### src/rtl/m31_pkg.sv
// Shared Mersenne-31 definitions: modulus, sequencer states and canonicalisation.
// Used by the time-multiplexed vector subtractor and its per-lane subtractor.
package m31_pkg;

   localparam int               M31_W = 31;
   localparam logic [M31_W-1:0] M31_P = 31'h7FFFFFFF;

   typedef enum logic [1:0] {
      IDLE = 2'd0,
      RUN  = 2'd1,
      DONE = 2'd2
   } state_t;

   // p itself is the non-canonical encoding of zero
   function automatic logic [M31_W-1:0] m31_canon(input logic [M31_W-1:0] x);
      return (x == M31_P) ? '0 : x;
   endfunction

endpackage

### src/rtl/m31_subtractor.sv
// One-lane M31 subtractor, out = (in1 - in2) mod p, always canonical.
// Purely combinational; no handshake.
module m31_subtractor
   import m31_pkg::*;
(
   input  logic [M31_W-1:0] in1,
   input  logic [M31_W-1:0] in2,
   output logic [M31_W-1:0] out
);

   logic [M31_W-1:0] a;
   logic [M31_W-1:0] b;

   assign a = m31_canon(in1);
   assign b = m31_canon(in2);

   // Borrow case: the 32-bit wrap plus p lands back inside [1, p-1] once truncated
   assign out = (a >= b) ? (a - b)
                         : M31_W'({1'b0, a} - {1'b0, b} + {1'b0, M31_P});

endmodule

### src/rtl/m31_vector_subtractor.sv
// Element-wise M31 vector subtract, LANES lanes reused over BEATS cycles; latency BEATS from accept to out_valid.
// in_ready only in IDLE; result is held stable in DONE until out_ready, blocking new input.
module m31_vector_subtractor
   import m31_pkg::*;
#(
   parameter int WORD_WIDTH  = 31,
   parameter int VECTOR_SIZE = 16,
   parameter int LANES       = 4
) (
   input  logic                  clk,
   input  logic                  rst_n,
   input  logic                  in_valid,
   output logic                  in_ready,
   input  logic [WORD_WIDTH-1:0] vec1   [0:VECTOR_SIZE-1],
   input  logic [WORD_WIDTH-1:0] vec2   [0:VECTOR_SIZE-1],
   output logic                  out_valid,
   input  logic                  out_ready,
   output logic [WORD_WIDTH-1:0] result [0:VECTOR_SIZE-1]
);

   localparam int BEATS = VECTOR_SIZE / LANES;
   localparam int CNT_W = (BEATS > 1) ? $clog2(BEATS) : 1;
   localparam int IDX_W = (VECTOR_SIZE > 1) ? $clog2(VECTOR_SIZE) : 1;

   state_t                state_q, state_d;
   logic [CNT_W-1:0]      beat_q, beat_d;
   logic [WORD_WIDTH-1:0] op1_q [0:VECTOR_SIZE-1];
   logic [WORD_WIDTH-1:0] op1_d [0:VECTOR_SIZE-1];
   logic [WORD_WIDTH-1:0] op2_q [0:VECTOR_SIZE-1];
   logic [WORD_WIDTH-1:0] op2_d [0:VECTOR_SIZE-1];
   logic [WORD_WIDTH-1:0] res_q [0:VECTOR_SIZE-1];
   logic [WORD_WIDTH-1:0] res_d [0:VECTOR_SIZE-1];

   logic [WORD_WIDTH-1:0] lane_a [0:LANES-1];
   logic [WORD_WIDTH-1:0] lane_b [0:LANES-1];
   logic [WORD_WIDTH-1:0] lane_d [0:LANES-1];
   logic [IDX_W-1:0]      base;

   // First element of the slice handled in the current beat
   assign base = IDX_W'(beat_q) * IDX_W'(LANES);

   for (genvar l = 0; l < LANES; l++) begin : g_lane
      assign lane_a[l] = op1_q[base + IDX_W'(l)];
      assign lane_b[l] = op2_q[base + IDX_W'(l)];

      m31_subtractor u_sub (
         .in1 (lane_a[l]),
         .in2 (lane_b[l]),
         .out (lane_d[l])
      );
   end

   always_comb begin
      state_d = state_q;
      beat_d  = beat_q;
      op1_d   = op1_q;
      op2_d   = op2_q;
      res_d   = res_q;
      case (state_q)
         IDLE: begin
            if (in_valid) begin
               op1_d   = vec1;
               op2_d   = vec2;
               beat_d  = '0;
               state_d = RUN;
            end
         end
         RUN: begin
            for (int l = 0; l < LANES; l++) begin
               res_d[base + IDX_W'(l)] = lane_d[l];
            end
            beat_d = beat_q + CNT_W'(1);
            if (beat_q == CNT_W'(BEATS - 1)) begin
               state_d = DONE;
            end
         end
         DONE: begin
            if (out_ready) begin
               state_d = IDLE;
            end
         end
         default: state_d = IDLE;
      endcase
   end

   always_ff @(posedge clk or negedge rst_n) begin
      if (!rst_n) begin
         state_q <= IDLE;
         beat_q  <= '0;
         op1_q   <= '{default: '0};
         op2_q   <= '{default: '0};
         res_q   <= '{default: '0};
      end else begin
         state_q <= state_d;
         beat_q  <= beat_d;
         op1_q   <= op1_d;
         op2_q   <= op2_d;
         res_q   <= res_d;
      end
   end

   assign in_ready  = (state_q == IDLE);
   assign out_valid = (state_q == DONE);
   assign result    = res_q;

endmodule

### config.mk
export PLATFORM = sky130hd
export DESIGN_NAME = m31_vector_subtractor
export DESIGN_NICKNAME = d
export VERILOG_FILES = /design/src/rtl/m31_pkg.sv /design/src/rtl/m31_subtractor.sv /design/src/rtl/m31_vector_subtractor.sv
export SDC_FILE = /design/constraint.sdc
export NUM_CORES = 2
export LEC_CHECK = 0
export CAP_MARGIN = 0
export CORE_AREA = 2 2 580 582
export CTS_CLUSTER_DIAMETER = 40
export DETAILED_ROUTE_END_ITERATION = 12
export DIE_AREA = 0 0 582 584
export GPL_TIMING_DRIVEN = 0
export PLACE_DENSITY = 0.4
export SYNTH_ARGS = -nofsm -noshare
export SYNTH_HDL_FRONTEND = slang
export SYNTH_SLANG_ARGS = --single-unit
### constraint.sdc
create_clock -name clk -period 6.9 [get_ports clk]
set_input_delay 1.035 -clock clk [delete_from_list [all_inputs] [get_ports clk]]
set_output_delay 1.035 -clock clk [all_outputs]
set_load 0.01 [all_outputs]
==> summary.txt <==
Status
  – Status: finished with violations
  – Failing checks: capacitance limit, slew limit

Placement
  – GP Congestion: 0.944
  – PortBufs: 1493
  – Hpwl dp: 372000 um
  – Pre-CTS setup slack: -2.22 ns

STA
  – Worst slew pin tran: 1.52 ns
  – Rel. slew slack: -1.97%
  – # setup viols final: 0
  – Final min period: 6.76 ns
  – Final Hold Vio Count: 0
  – RSZ-0062 raised after global routing: false
  – Highest clock rate: 148 MHz
  – Worst Skew: 0.0487 ns
  – Final period util: 98.0%
  – Setup ws final: 0.139 ns
  – Final slew viol count: 10

Clocking
  – CTS tree: built
  – Clock Tree Root: clkbuf_16
  – H-tree Lvls: 5
  – CTS clk-pin slew, worst paths: 0.05 ns
  – CTS Buffer Depth: 4
  – CTS Sinks: 1492
  – Skew-Pair Late Insertion Delay: 0.92 ns
  – CTS buffer count: 325

Critical path
  – CP Capture Type: register
  – Worst Path Buf+Inv: 3
  – Worst EP required: 7.64 ns
  – Max incr delay on CP: 0.71 ns
  – Critical path type: reg2reg
  – Slowest-stage cell, CP: xor2_2
  – Crit-path leading delay family: simple AND/OR/NAND/NOR gates
  – Peak fanout along the critical path: 10
  – Critical Path Start Type: register
  – Worst path cell trace: clkbuf_4, buf_4, mux4_2, nand4_1, nor4_2, nand2_1, clkbuf_2, nand2_1, ha_2, nand4_1, or3_1, o22ai_1, and3b_1, nand3_1, or4b_1, a31oi_4, a21oi_1, xor2_2, o21ai_0
  – Critical path arrival: 7.50 ns

Global routing
  – Antenna violations before repair: 366
  – Overflow after GRT: 0
  – Vias in the first global route: 58900
  – All-layer global routing usage: 25.7%
  – First-pass GRT wire length: 580000 um
  – Largest net degree at the start of global routing: 172

Synth
  – Post-synth EDFFs: 0
  – Synth Instances: 5635
  – Seq cells post-synth: 1492
  – Syn Std Cell Area: 70000 um^2
  – Syn. warnings: 0
  – Main synth FF type: dfrtp_1
  – Syn nets: 6771
  – Mean post-synth cell area: 12.4 um^2
  – Ys async rst share: 100%
  – Netlist cell types: 85
  – Sequential fraction of the synthesis area: 53.3%

Hold path
  – HP Class: in2async

Cells and area
  – Nets@finish: 8653
  – Commonest non-fill, non-tap cells in the layout: 1492 x clkdlybuf4s50_1, 1491 x dfrtp_1, 1000 x mux2_2
  – Area grow syn2layout: 49.1%
  – Share of layout cells above drive strength 1: 27.3%
  – Commonest non-fill, non-tap cell in the layout: clkdlybuf4s50_1

Die
  – Die X-Extent: 582 um
  – Die height: 584 um
  – Die ar.: 340000 um^2
  – Top Ports: 1494
  – Standard-cell row count: 212
  – Core Box Area: 333000 um^2
  – Initial Utilization: 21.0%

Run
  – Max Cap Viol: 3

Route
  – Post-route ant nets: 0
  – Drt wl/cell: 36.5 um
  – Vias/cell: 4.74
  – WL final: 448000 um
  – Iter 0 DRT Violations: 4238
  – First drt pass iteration count: 6
  – DRC: 0
  – Via count: 58300
## metal layers
layer	vias up	part of all wire (%)	track usage [%]
li1	24400	-	-
met1	30300	44	33.9
met2	2571	45	40.1
met3	848	7.4	7.15
met4	170	3.5	9.02
met5	-	0.24	0
## cell usage after synthesis (33+ instances only)
cell | count | area (um^2)
dfrtp_1 | 1492 | 37300
mux2_2 | 1000 | 11300
nand2_1 | 719 | 2700
o21ai_0 | 528 | 2640
clkbuf_1 | 302 | 1130
mux4_2 | 248 | 5590
a21oi_1 | 173 | 866
ha_1 | 132 | 1650
and2_1 | 128 | 801
nand4_1 | 128 | 801
nor2_1 | 92 | 345
xnor2_1 | 74 | 648
a21o_1 | 71 | 533
inv_1 | 69 | 259
nand3_1 | 39 | 195
o21bai_1 | 37 | 278
xor2_1 | 36 | 315
buf_1 | 33 | 124
## area by class of cell
cell class / instances / area [um^2]
fillers: 33800 / 229000
repair buffers: 1569 / 16400
diodes: 112 / 280
multi-input cells: 3700 / 31800
flip-flops and latches: 1492 / 37300
clock inverters: 167 / 2010
well taps: 4387 / 5490
clock buffers: 428 / 9110
inverters: 69 / 259
plain buffers: 360 / 1720
## through the flow
step / hold slack, ns / utilization, % / area [um^2] / TNS [ns] / cells
6_report: 0.0518 / 31.4 / 104000 / 0 / 12300
5_1_grt: 0.0226 / 31.3 / 104000 / 0 / 12200
4_1_cts: 0.00247 / 31.2 / 104000 / -0.213 / 12200
3_5_place_dp: 0.469 / 27.6 / 91700 / -507.20 / 11600
3_3_place_gp: 0.464 / 27.2 / 90400 / - / 11500
2_1_floorplan: 0.469 / - / 70000 / 0 / 5635
## path summary, 6_finish.rpt
| check | end | startpoint | slack (ns) | cells past startpoint |
|---|---|---|---|---|
| max in group asynchronous | result[393] | rst_n | 3.70 | 5 |
| min in group clk | result[232] | result[232] | 0.47 | 2 |
| worst max-delay path | result[363] | beat_q[0] | 0.14 | 19 |
| worst max register to register | result[363] | beat_q[0] | 0.14 | 19 |
| worst min register to register | result[232] | result[232] | 0.47 | 2 |
| worst min-delay path | result[448] | rst_n | 0.05 | 1 |
## kinds of logic after synthesis
family	after synthesis	synth area share [%]
AND/OR/NAND/NOR	1235	8.10
adder cells (fa/ha/maj)	140	2.59
flip-flops	1492	53.3
AO/OA/AOI/OAI	960	7.92
buffers and inverters	443	2.48
XOR/XNOR	112	1.42
multiplexers	1253	24.2
## state kept, by name, indices dropped and copies added (netlist names)
name / count
result: 496
op2_q: 496
state_q: 2
beat_q: 2
op1_q: 496
## timing repair
| action | 4_1_cts | 5_1_grt |
|---|---|---|
| hold buffers | 0 | 0 |
| gates resized for setup | 159 | 56 |
| setup endpoints to repair | 496 | 308 |
| pin swaps | 17 | 5 |
| setup buffers | 17 | 8 |
Power is not shown: default switching activity piles up to over one toggle a cycle in this logic, so the estimate is an artifact.
